<file path="src/rtl/ps2_mouse_pkg.sv">
// ps2_mouse_pkg: shared FSM state encoding and default screen geometry.
// Used by the cursor controller and by the VGA cursor renderer.
package ps2_mouse_pkg;

    localparam int DEF_SCREEN_W = 640;
    localparam int DEF_SCREEN_H = 480;
    localparam int DEF_POS_BITS = 10;

    typedef enum logic [2:0] {
        INIT,
        IDLE,
        ACK,
        UPDATE,
        RECOVER,
        FAULT
    } state_t;

endpackage

</file>
<file path="src/rtl/ps2_cursor_clamp.sv">
// ps2_cursor_clamp: one cursor axis; adds a signed increment and saturates to [0, LIMIT-1].
// Ports:
//   pos - current position (unsigned, W bits)
//   inc - signed increment, already sign-extended to W+2 bits
//   res - clamped new position (W bits)
module ps2_cursor_clamp
    import ps2_mouse_pkg::*;
#(
    parameter int LIMIT = DEF_SCREEN_W,
    parameter int W     = DEF_POS_BITS
) (
    input  logic [W-1:0] pos,
    input  logic [W+1:0] inc,
    output logic [W-1:0] res
);

    localparam logic signed [W+1:0] MAX = (W+2)'(LIMIT - 1);

    logic signed [W+1:0] sum;

    // Two guard bits keep the sum of an unsigned position and a +/-256 step from wrapping.
    assign sum = $signed({2'b00, pos}) + $signed(inc);
    assign res = sum[W+1] ? '0 : (sum > MAX) ? MAX[W-1:0] : sum[W-1:0];

endmodule

</file>
<file path="src/rtl/ps2_mouse_cursor_ctrl.sv">
// ps2_mouse_cursor_ctrl: sequences the PS/2 mouse receiver and turns its packets into a
// clamped cursor position plus button events, with bounded reset-based recovery.
// Ports:
//   clk, reset_n                   - clock, synchronous active-low reset
//   m_data_ready, m_left, m_right  - packet strobe and button levels from the receiver
//   m_dx, m_dy                     - 9-bit two's-complement motion, mouse-up positive
//   m_error_no_ack                 - receiver failed the enable-streaming handshake
//   m_read                         - one-cycle packet acknowledge to the receiver
//   mouse_reset                    - active-high reset to the receiver
//   cursor_x, cursor_y             - cursor position
//   update                         - one-cycle strobe when cursor/button outputs change
//   left_held, right_held          - registered button levels
//   left_press, left_release, right_press - edge pulses coincident with update
//   fault                          - recovery attempts exhausted (sticky)
module ps2_mouse_cursor_ctrl
    import ps2_mouse_pkg::*;
#(
    parameter int SCREEN_W     = DEF_SCREEN_W,
    parameter int SCREEN_H     = DEF_SCREEN_H,
    parameter int POS_BITS     = DEF_POS_BITS,
    parameter int RESET_CYCLES = 16,
    parameter int MAX_RETRY    = 3
) (
    input  logic                clk,
    input  logic                reset_n,
    input  logic                m_data_ready,
    input  logic                m_left,
    input  logic                m_right,
    input  logic [8:0]          m_dx,
    input  logic [8:0]          m_dy,
    input  logic                m_error_no_ack,
    output logic                m_read,
    output logic                mouse_reset,
    output logic [POS_BITS-1:0] cursor_x,
    output logic [POS_BITS-1:0] cursor_y,
    output logic                update,
    output logic                left_held,
    output logic                right_held,
    output logic                left_press,
    output logic                left_release,
    output logic                right_press,
    output logic                fault
);

    localparam int CW = $clog2(RESET_CYCLES);
    localparam int RW = $clog2(MAX_RETRY + 1);

    state_t              state, next;
    logic [CW-1:0]       cnt;
    logic [RW-1:0]       retry_cnt;
    logic [8:0]          dx, dy;
    logic                lat_left, lat_right;
    logic                pulse_done;
    logic [POS_BITS+1:0] inc_x, inc_y;
    logic [POS_BITS-1:0] nx, ny;

    assign pulse_done = cnt == CW'(RESET_CYCLES - 1);
    assign inc_x = {{(POS_BITS-7){dx[8]}}, dx};
    // Screen Y grows downward while mouse-up is positive, so Y subtracts.
    assign inc_y = -{{(POS_BITS-7){dy[8]}}, dy};

    ps2_cursor_clamp #(.LIMIT(SCREEN_W), .W(POS_BITS)) u_clamp_x (
        .pos(cursor_x),
        .inc(inc_x),
        .res(nx)
    );

    ps2_cursor_clamp #(.LIMIT(SCREEN_H), .W(POS_BITS)) u_clamp_y (
        .pos(cursor_y),
        .inc(inc_y),
        .res(ny)
    );

    always_ff @(posedge clk) begin
        if (!reset_n)
            state <= INIT;
        else
            state <= next;
    end

    always_comb begin
        next = state;
        case (state)
            INIT, RECOVER: next = pulse_done ? IDLE : state;
            IDLE: begin
                // A handshake error outranks a pending packet.
                if (m_error_no_ack)
                    next = (retry_cnt < RW'(MAX_RETRY)) ? RECOVER : FAULT;
                else if (m_data_ready)
                    next = ACK;
            end
            ACK:     next = UPDATE;
            UPDATE:  next = IDLE;
            FAULT:   next = FAULT;
            default: next = INIT;
        endcase
    end

    always_comb begin
        m_read      = state == ACK;
        mouse_reset = state inside {INIT, RECOVER, FAULT};
        fault       = state == FAULT;
    end

    always_ff @(posedge clk) begin
        if (!reset_n) begin
            cnt          <= '0;
            retry_cnt    <= '0;
            dx           <= '0;
            dy           <= '0;
            lat_left     <= 1'b0;
            lat_right    <= 1'b0;
            cursor_x     <= POS_BITS'(SCREEN_W / 2);
            cursor_y     <= POS_BITS'(SCREEN_H / 2);
            update       <= 1'b0;
            left_held    <= 1'b0;
            right_held   <= 1'b0;
            left_press   <= 1'b0;
            left_release <= 1'b0;
            right_press  <= 1'b0;
        end else begin
            cnt <= ((state == INIT || state == RECOVER) && !pulse_done) ? cnt + 1'b1 : '0;
            if (state == IDLE && next == RECOVER)
                retry_cnt <= retry_cnt + 1'b1;
            else if (state == UPDATE)
                retry_cnt <= '0;
            if (state == ACK) begin
                dx        <= m_dx;
                dy        <= m_dy;
                lat_left  <= m_left;
                lat_right <= m_right;
            end
            update       <= state == UPDATE;
            left_press   <= state == UPDATE && lat_left && !left_held;
            left_release <= state == UPDATE && !lat_left && left_held;
            right_press  <= state == UPDATE && lat_right && !right_held;
            if (state == UPDATE) begin
                cursor_x   <= nx;
                cursor_y   <= ny;
                left_held  <= lat_left;
                right_held <= lat_right;
            end
        end
    end

endmodule

</file>
<file path="config.mk">
export PLATFORM = sky130hd
export DESIGN_NAME = ps2_mouse_cursor_ctrl
export DESIGN_NICKNAME = d
export VERILOG_FILES = /design/src/rtl/ps2_mouse_pkg.sv /design/src/rtl/ps2_cursor_clamp.sv /design/src/rtl/ps2_mouse_cursor_ctrl.sv
export SDC_FILE = /design/constraint.sdc
export NUM_CORES = 1
export LEC_CHECK = 0
export CORE_MARGIN = 2
export CORE_UTILIZATION = 45
export DETAILED_ROUTE_END_ITERATION = 7
export GPL_TIMING_DRIVEN = 1
export PLACE_DENSITY = 0.82
export SETUP_SLACK_MARGIN = 0.2
export SYNTH_ARGS = -nofsm -noshare
export SYNTH_HDL_FRONTEND = slang
export SYNTH_SLANG_ARGS = --single-unit
</file>
<file path="constraint.sdc">
create_clock -name clk -period 2.5 [get_ports clk]
set_input_delay 0.5 -clock clk [delete_from_list [all_inputs] [get_ports clk]]
set_output_delay 0.5 -clock clk [all_outputs]
set_load 0.02 [all_outputs]
</file>
# Yosys cells after proc, flatten, opt, wreduce, memory -nomap -nowiden
# Index checks and enable logic that the tools add are counted.
[totals]
register_bits = 55
input_bits = 24
elab_cells = 59
[classes]
n_addsub = 5
n_lt_le_gt_ge = 3
eq_ne = 7
muxes = 11
reduce_logical = 18
[op_table]
columns = ["op", "n"]
rows = [
  ["10-bit two-way mux", 4],
  ["3-bit one-hot mux with 5 select lines", 1],
  ["11-bit by 12-bit adder with 12-bit output", 1],
  ["11-bit by 9-bit adder with 12-bit output", 1],
  ["12-bit by 10-bit > comparator with 1-bit output (second input constant)", 1],
  ["12-bit by 11-bit > comparator with 1-bit output (second input constant)", 1],
  ["12-bit negation", 1],
  ["3-bit equality test (second input constant)", 3],
  ["3-bit two-way mux", 3],
  ["1-bit logical AND", 8],
  ["3-bit by 2-bit equality test with 1-bit output (second input constant)", 2],
  ["4-bit by 1-bit adder with 4-bit output (second input constant)", 1],
  ["4-bit equality test (second input constant)", 1],
  ["1-bit zero test", 4],
  ["2-bit two-way mux", 2],
  ["3-bit by 1-bit equality test with 1-bit output (second input constant)", 1],
  ["3-bit zero test", 1],
  ["3-bit nonzero test", 1],
  ["2-bit by 1-bit adder with 2-bit output (second input constant)", 1],
  ["2-bit less-than comparator (second input constant)", 1],
  ["2-bit AND reduction", 1],
  ["2-bit nonzero test", 1],
  ["2-bit OR reduction", 1],
  ["1-bit logical OR", 1],
  ["1-bit two-way mux", 1],
]

# Depth between registers and ports, before layout
# Gate-level depths: netlist of run 1.
[depth]
depth_word = 7
ltp_mapped = 11
ltp_nobuf = 11

# By module
# Synthesis of run 1 repeated with hierarchy kept, for this count alone.
[unflattened]
hier_cells = 446
hier_area_um2 = 3598.5
[by_module_without_submodules]
columns = ["module", "n_inst", "cells_per_inst", "area_each_um2", "seq_area_each_um2"]
rows = [
  ["ps2_mouse_cursor_ctrl", 1, 268, 2168.3, 1101.1],
  ["ps2_cursor_clamp (u_clamp_x)", 1, 95, 793.3, 0.0],
  ["ps2_cursor_clamp (u_clamp_y)", 1, 83, 636.9, 0.0],
]

# Worst setup path after synthesis of run 1
# Ideal clock, no wire load.
[synth_path]
kind = "register to register"
from = "reg cursor_y[0]"
to = "reg cursor_y[5]"
setup_time_ps = 116
arrival_time_ps = 2425
required_ps = 2384
slack_ps = -41
stages_incl_launch_ff = 12
path_cell_list = "dfxtp_1 -> inv_1 -> ha_1 -> inv_1 -> fa_1 -> a21o_1 -> a41oi_1 -> a31oi_1 -> xnor2_1 -> nor4b_2 -> nor3_1 -> a31o_1"
[synth_between]
elab_chain_len = 4
[synth_rtl]
columns = ["element", "line", "text"]
rows = [
  ["start, declared", "ps2_mouse_cursor_ctrl.sv:35", "output logic [POS_BITS-1:0] cursor_y,"],
  ["start signal, assigned", "ps2_mouse_cursor_ctrl.sv:114", "cursor_y <= POS_BITS'(SCREEN_H / 2);"],
  ["start signal, assigned", "ps2_mouse_cursor_ctrl.sv:139", "cursor_y <= ny;"],
  ["11-bit by 12-bit adder with 12-bit output *", "ps2_cursor_clamp.sv:22", "assign sum = $signed({2'b00, pos}) + $signed(inc);"],
  ["12-bit by 10-bit > comparator with 1-bit output", "ps2_cursor_clamp.sv:23", "assign res = sum[W+1] ? '0 : (sum > MAX) ? MAX[W-1:0] : sum[W-1:0];"],
  ["10-bit two-way mux", "ps2_cursor_clamp.sv:23", ""],
  ["10-bit two-way mux *", "ps2_cursor_clamp.sv:23", ""],
]
# Every way passes the cells marked *; elsewhere a longest branch is shown, timed or not.
# A chain may end at the register's enable or synchronous reset.

# Final worst setup path of run 1
[layout_path]
from = "reg cursor_y[0]"
to = "reg cursor_y[2]"
# Same word-level chain as after synthesis.

==> results of run 1 <==
[stage by stage]
step / util / setup TNS (ns)
floorplan: - / 0
global placement: 0.568 / 0
detailed placement: 0.568 / 0
CTS: 0.620 / 0
global route: 0.651 / -0.213
finish: 0.651 / 0
[timing repair]
action	CTS	global route
setup endpoints to repair	18	21
gates cloned	1	0
pin swaps	27	25
endpoints found under the hold margin	0	0
buffers inserted	11	6
gates resized for setup	34	36
[layout make-up]
type	count	share of cell area
timing repair buffer	87	0.169
sequential	55	0.236
clock inverter	2	0.0127
clock buffer	6	0.0154
inverter	24	0.0191
tap	99	0.0262
multi-input combinational	323	0.522
[report_power, final]
group          switching, mW  internal [mW]  leakage (nW)
sequential           0.00345          0.879         0.448
clock                  0.303          0.401        0.0654
combinational         0.0279         0.0411          1.18
total                  0.334           1.32          1.69
[state kept, by name (all words and copies together) (netlist names)]
signal / count
cursor_x: 10
cursor_y: 10
dx: 9
dy: 9
cnt: 4
state: 3
retry_cnt: 2
lat_left: 1
lat_right: 1
left_held: 1
left_press: 1
left_release: 1
right_held: 1
right_press: 1
update: 1
[cells in the mapped netlist, drive strengths merged (3+ instances only)]
cell | instances | area share
and2 | 3 | 0.0056
inv | 22 | 0.025
o211ai | 3 | 0.0067
ha | 24 | 0.089
a32oi | 4 | 0.010
nor3 | 8 | 0.012
dfxtp | 55 | 0.33
clkbuf | 14 | 0.016
a21boi | 3 | 0.0067
nand3 | 5 | 0.0074
nor2 | 35 | 0.042
nor3b | 7 | 0.016
a21o | 5 | 0.011
a31oi | 7 | 0.013
nand4 | 4 | 0.0074
o22ai | 3 | 0.0056
or3 | 3 | 0.0056
a21oi | 41 | 0.061
o21ai | 20 | 0.031
xnor2 | 11 | 0.029
o21a | 7 | 0.016
nand3b | 4 | 0.0089
nor2b | 9 | 0.019
a211oi | 9 | 0.020
nand2 | 63 | 0.070
nand2b | 4 | 0.0074
xor2 | 4 | 0.010
[cells in the final DEF (no fill, tap or decap), types with 3 or more instances in the layout]
| cell | Yosys | final |
|---|---|---|
| a21oi_1 | 41 | 38 |
| buf_4 | 0 | 31 |
| nor3_1 | 8 | 6 |
| dfxtp_2 | 0 | 6 |
| dfxtp_1 | 55 | 48 |
| o21a_1 | 7 | 7 |
| a21oi_2 | 0 | 3 |
| o21ai_2 | 1 | 3 |
| inv_2 | 0 | 4 |
| a21boi_0 | 3 | 3 |
| inv_1 | 22 | 18 |
| o21ai_1 | 2 | 7 |
| o21ai_0 | 17 | 10 |
| a211oi_1 | 9 | 3 |
| a21o_1 | 5 | 5 |
| o211ai_1 | 3 | 3 |
| o22ai_1 | 3 | 3 |
| nand4_1 | 4 | 4 |
| nand2_1 | 63 | 63 |
| a211oi_2 | 0 | 5 |
| nor2_1 | 33 | 31 |
| nand3b_1 | 4 | 4 |
| a32oi_1 | 4 | 3 |
| nor2_2 | 1 | 3 |
| nand2b_1 | 4 | 4 |
| nor2b_1 | 8 | 7 |
| nor3b_1 | 7 | 5 |
| clkdlybuf4s50_1 | 0 | 52 |
| ha_4 | 0 | 4 |
| xor2_1 | 4 | 4 |
| a31oi_1 | 7 | 5 |
| xnor2_1 | 11 | 8 |
| nand3_1 | 5 | 5 |
| clkbuf_8 | 0 | 5 |
| buf_6 | 0 | 4 |
| or3_1 | 3 | 3 |
| ha_1 | 24 | 18 |
[critical path, stage by stage, from the launching register on]
cell and delay, ns:
dfxtp_2 0.35, inv_2 0.07, ha_4 0.13, inv_2 0.04, fa_2 0.34, a21o_1 0.19
a41oi_2 0.23, a31oi_2 0.15, xnor2_2 0.17, nor4b_4 0.30, buf_4 0.22, nor4_2 0.05
o21ai_0 0.17
[kinds of logic (layout without fill, tap and decap cells)]
| kind of cell | after synthesis | count (layout) |
|---|---|---|
| compound gates | 126 | 127 |
| xor+xnor | 15 | 15 |
| fa+ha+maj | 26 | 26 |
| buf+inv | 38 | 119 |
| flops | 55 | 55 |
| mux | 2 | 2 |
| simple gates | 153 | 153 |
[layer usage]
layer | wire length, um | vias to the layer above
met5 | 0 | -
met4 | 321 | 0
met3 | 657 | 38
met2 | 4930 | 142
met1 | 4240 | 1667
li1 | - | 1651
[final timing paths]
| path | start | end | slack [ns] | cells after the start |
|---|---|---|---|---|
| setup / recovery | cursor_y[0] | cursor_y[2] | 0.005 | 12 |
| hold / removal | cnt[0] | cnt[0] | 0.46 | 1 |
| setup reg to reg | cursor_y[0] | cursor_y[2] | 0.005 | 12 |
| hold reg to reg | cnt[0] | cnt[0] | 0.46 | 1 |
==> results_dict.tcl, run 1 <==
set metrics [dict create \
    arrival_ns 2.74 \
    drtAntennaViolNets 0 \
    vias_per_cell 5.87 \
    drc 0 \
    multi_input_area_um2 2460 \
    grt_pass1_wl_um 15300 \
    grt_overflow 0 \
    fin_area_um2 4720 \
    whs_ns 0.456 \
    synth_edf_count 0 \
    grt_max_degree 34 \
    total_power_mw 1.65 \
    drtPass1Iterations 4 \
    synth_fa_ha_area_frac 0.101 \
    fmax_mhz 401 \
    hold_violations 0 \
    antenna_found_initial 0 \
    vias 3498 \
    grt_use_met1 0.289 \
    ys.flop_type "dfxtp_1" \
    place_congestion 0.986 \
    status "finished clean" \
    yosysUniqueCellTypes 64 \
    fin_crit_sh 0.998 \
    cts.hold.buffers_added 0 \
    drive_above_1_share 0.221 \
    finalMaxSlewViolations 0 \
    dieHeight_um 90.5 \
    ir_worst_vdd_mv 0.253 \
    cts_max_path_buffers 2 \
    ys_warn_count 0 \
    criticalPathCategory "flip-flop to flip-flop" \
    min_path_type "flip-flop to flip-flop" \
    slew_headroom 0.695 \
    io_pins 53 \
    power_leakage_nw 1.69 \
    use_met3 0.0434 \
    fin_nets 546 \
    worst_pin_slew_ns 0.457 \
    placed_cells 570 \
    cts_tree "built" \
    syn_avg_cell_area_um2 8.10 \
    core_area_um2 7250 \
    crit_required_ns 2.75 \
    initial_core_util 0.464 \
    synthXorXnorAreaFrac 0.0391 \
    wl_per_cell_um 17.0 \
    cts_root_buf "clkbuf_8" \
    syn_nets 465 \
    power_density_nw_per_um2 350 \
    rows 31 \
    layout_min_cycle_time_ns 2.49 \
    synth_top_family_by_area "compound AO/OA/AOI/OAI gates" \
    clock_sinks 55 \
    syn2layout_area_growth_pct 40.4 \
    maxCapViolCount 0 \
    synth_compound_area_frac 0.261 \
    drtIter0Drc 233 \
    yosysSeqAreaShare 0.327 \
    drt_wl_total_um 10100 \
    cts_made_buffers 5 \
    layout.area.seq_um2 1110 \
    place_ws_ns 0.0192 \
    ctsHtreeMaxLevel 2 \
    dieArea_um2 8180 \
    fillers 575 \
    placed_area_um2 4120 \
    netlist_area_um2 3360 \
    synthCells 415 \
    path_max_fanout 3 \
    io_buffers 52 \
    fin_ws_ns 0.00534 \
    grt_pass1_vias 3190 \
    synth-seq-cells 55 \
    grt_use_met2 0.385 \
    busiest_layer "met2" \
    async_flop_share 0 \
    rsz0062_at_grt "yes" \
    path_clk_slew_ns 0.11 \
    muxShareOfSynthArea 0.00707 \
    yosys.area_share.simple 0.221 \
    antenna_cells 0 \
    setup.worst_path.end_class "flip-flop" \
    setup_violations 0 \
    startpoint_type "flip-flop" \
    grt.total_usage 0.228 \
    place_hpwl_um 6540 \
    die_x_um 90.5 \
    fin_worst_skew_ns 0.0132 \
    worstSkewPairLatency_ns 0.32 \
    fin_cells 596 \
]
Note: power is estimated with default switching activity, not from simulation.
==> inputs of run 2 (changes only) <==
- PLACE_DENSITY: 0.82 -> 0.67
==> run 2 against run 1 <==
Sequential cell count did not move. Clock skew barely moved. First-iteration DRC count fell by 31%. Register-to-register slack barely moved. Critical path depth fell by 3. Final area fell by 1.7%. Setup slack improved by 0.0062 ns. Worst hold slack got worse by 0.0056 ns. Fmax rose by 0.25%. Core utilization fell by 1.1 points. Routed wire length fell by 5.9%. Critical path type unchanged. Critical endpoint is now cursor_y[5]. Largest power group unchanged.
==> results_dict.tcl, run 2 (same netlist as run 1, synthesis figures left out) <==
set metrics [dict create \
    syn2layout_area_growth_pct 38.0 \
    ff2ff_path_depth 9 \
    tns_ns 0 \
    vias 3296 \
    drt_wl_total_um 9550 \
    hold_violations 0 \
    layout_commonest_cell "nand2_1" \
    finalMaxSlewViolations 0 \
    fillers 642 \
    grt_pass1_vias 3222 \
    cts_tree "built" \
    fin_ws_ns 0.0116 \
    rsz0062_at_grt "yes" \
    place_congestion 0.842 \
    core_area_um2 7250 \
    grt_overflow 0 \
    path_max_fanout 4 \
    io_buffers 52 \
    cts_max_path_buffers 2 \
    final_core_util 0.640 \
    antenna_found_initial 0 \
    fin_cells 599 \
    setup.worst_path.end_class "flip-flop" \
    cts_root_buf "clkbuf_8" \
    fin_nets 549 \
    placed_cells 570 \
    crit_required_ns 2.75 \
    crit_chain "inv_1, ha_1, nor2b_1, o31ai_2, a21oi_2, or4_1, a31o_2, nor2_1, a31o_1" \
    placed_area_um2 4120 \
    die_x_um 90.5 \
    status "finished clean" \
    drc 0 \
    fin_worst_skew_ns 0.0136 \
    crit_family "compound AO/OA/AOI/OAI gates" \
    cp.depth 9 \
    layout_min_cycle_time_ns 2.49 \
    criticalPathCategory "flip-flop to flip-flop" \
    slew_headroom 0.676 \
    path_buf_inv 1 \
    worstSkewPairLatency_ns 0.31 \
    slowest_stage "or4_1" \
    ir_worst_vdd_mv 0.210 \
    maxCapViolCount 0 \
    ctsHtreeMaxLevel 2 \
    fmax_mhz 402 \
    max_stage_delay_ns 0.54 \
    path_clk_slew_ns 0.10 \
    cts_made_buffers 5 \
    fin_area_um2 4640 \
    grt_max_degree 34 \
    drtIter0Drc 160 \
    rows 31 \
    drtPass1Iterations 4 \
    antenna_cells 0 \
    whs_ns 0.451 \
    io_pins 53 \
    min_path_cells 1 \
    dieArea_um2 8180 \
    initial_core_util 0.464 \
    setup_violations 0 \
    place_ws_ns -0.0612 \
    arrival_ns 2.74 \
    dieHeight_um 90.5 \
    min_path_type "flip-flop to flip-flop" \
    drive_above_1_share 0.212 \
    place_hpwl_um 6520 \
    power_leakage_nw 1.68 \
    worst_pin_slew_ns 0.485 \
    most-common-layout-cells "nand2_1 (62), clkdlybuf4s50_1 (52), dfxtp_1 (49), a21oi_1 (38), buf_4 (34)" \
    wl_per_cell_um 15.9 \
    fin_crit_sh 0.995 \
    power_density_nw_per_um2 310 \
    startpoint_type "flip-flop" \
    drtAntennaViolNets 0 \
    grt.total_usage 0.231 \
    largest_registers "cursor_x (10), cursor_y (10)" \
    clock_sinks 55 \
    cts.hold.buffers_added 0 \
    total_power_mw 1.44 \
    grt_pass1_wl_um 15600 \
    vias_per_cell 5.50 \
]
==> run 2: changes by cell type in the layout (fill, tap and decap cells not counted), sizes merged <==
cell	delta
clkbuf	+1
bufinv	-2
buf	+3
clkinv	+1
==> run 2: metal layers <==
layer / global-route usage / routed length, um
met3: 0.0334 / 333
met2: 0.400 / 4670
met4: 0.0449 / 61
met1: 0.310 / 4480
met5: 0 / 0
==> run 2: worst paths after layout <==
path / slack, ns / start / to
max: 0.01 / dy[1] / cursor_y[5]
min: 0.45 / cnt[0] / cnt[0]
max reg2reg: 0.01 / dy[1] / cursor_y[5]
min reg2reg: 0.45 / cnt[0] / cnt[0]
==> run 2: final cells by class <==
| type | instances | area, um2 | area share |
|---|---|---|---|
| repair buffers | 90 | 821 | 0.177 |
| well taps | 99 | 124 | 0.0267 |
| clock buffers | 7 | 76.3 | 0.0164 |
| multi-input cells | 323 | 2410 | 0.520 |
| flip-flops and latches | 55 | 1110 | 0.239 |
| clock inverters | 1 | 5.00 | 0.00108 |
| inverters | 24 | 90.1 | 0.0194 |
==> run 2: timing repair <==
action | CTS | global route
pin swaps | 21 | 23
setup buffers | 14 | 6
endpoints found under the setup margin | 18 | 21
cloned | 1 | 0
gates resized for setup | 28 | 32
==> run 2: report_power, final <==
part           leakage, nW  internal (mW)  switching, mW
combinational         1.19         0.0425         0.0281
sequential           0.447          0.879        0.00327
clock               0.0422          0.198          0.287
total                 1.68           1.12          0.318
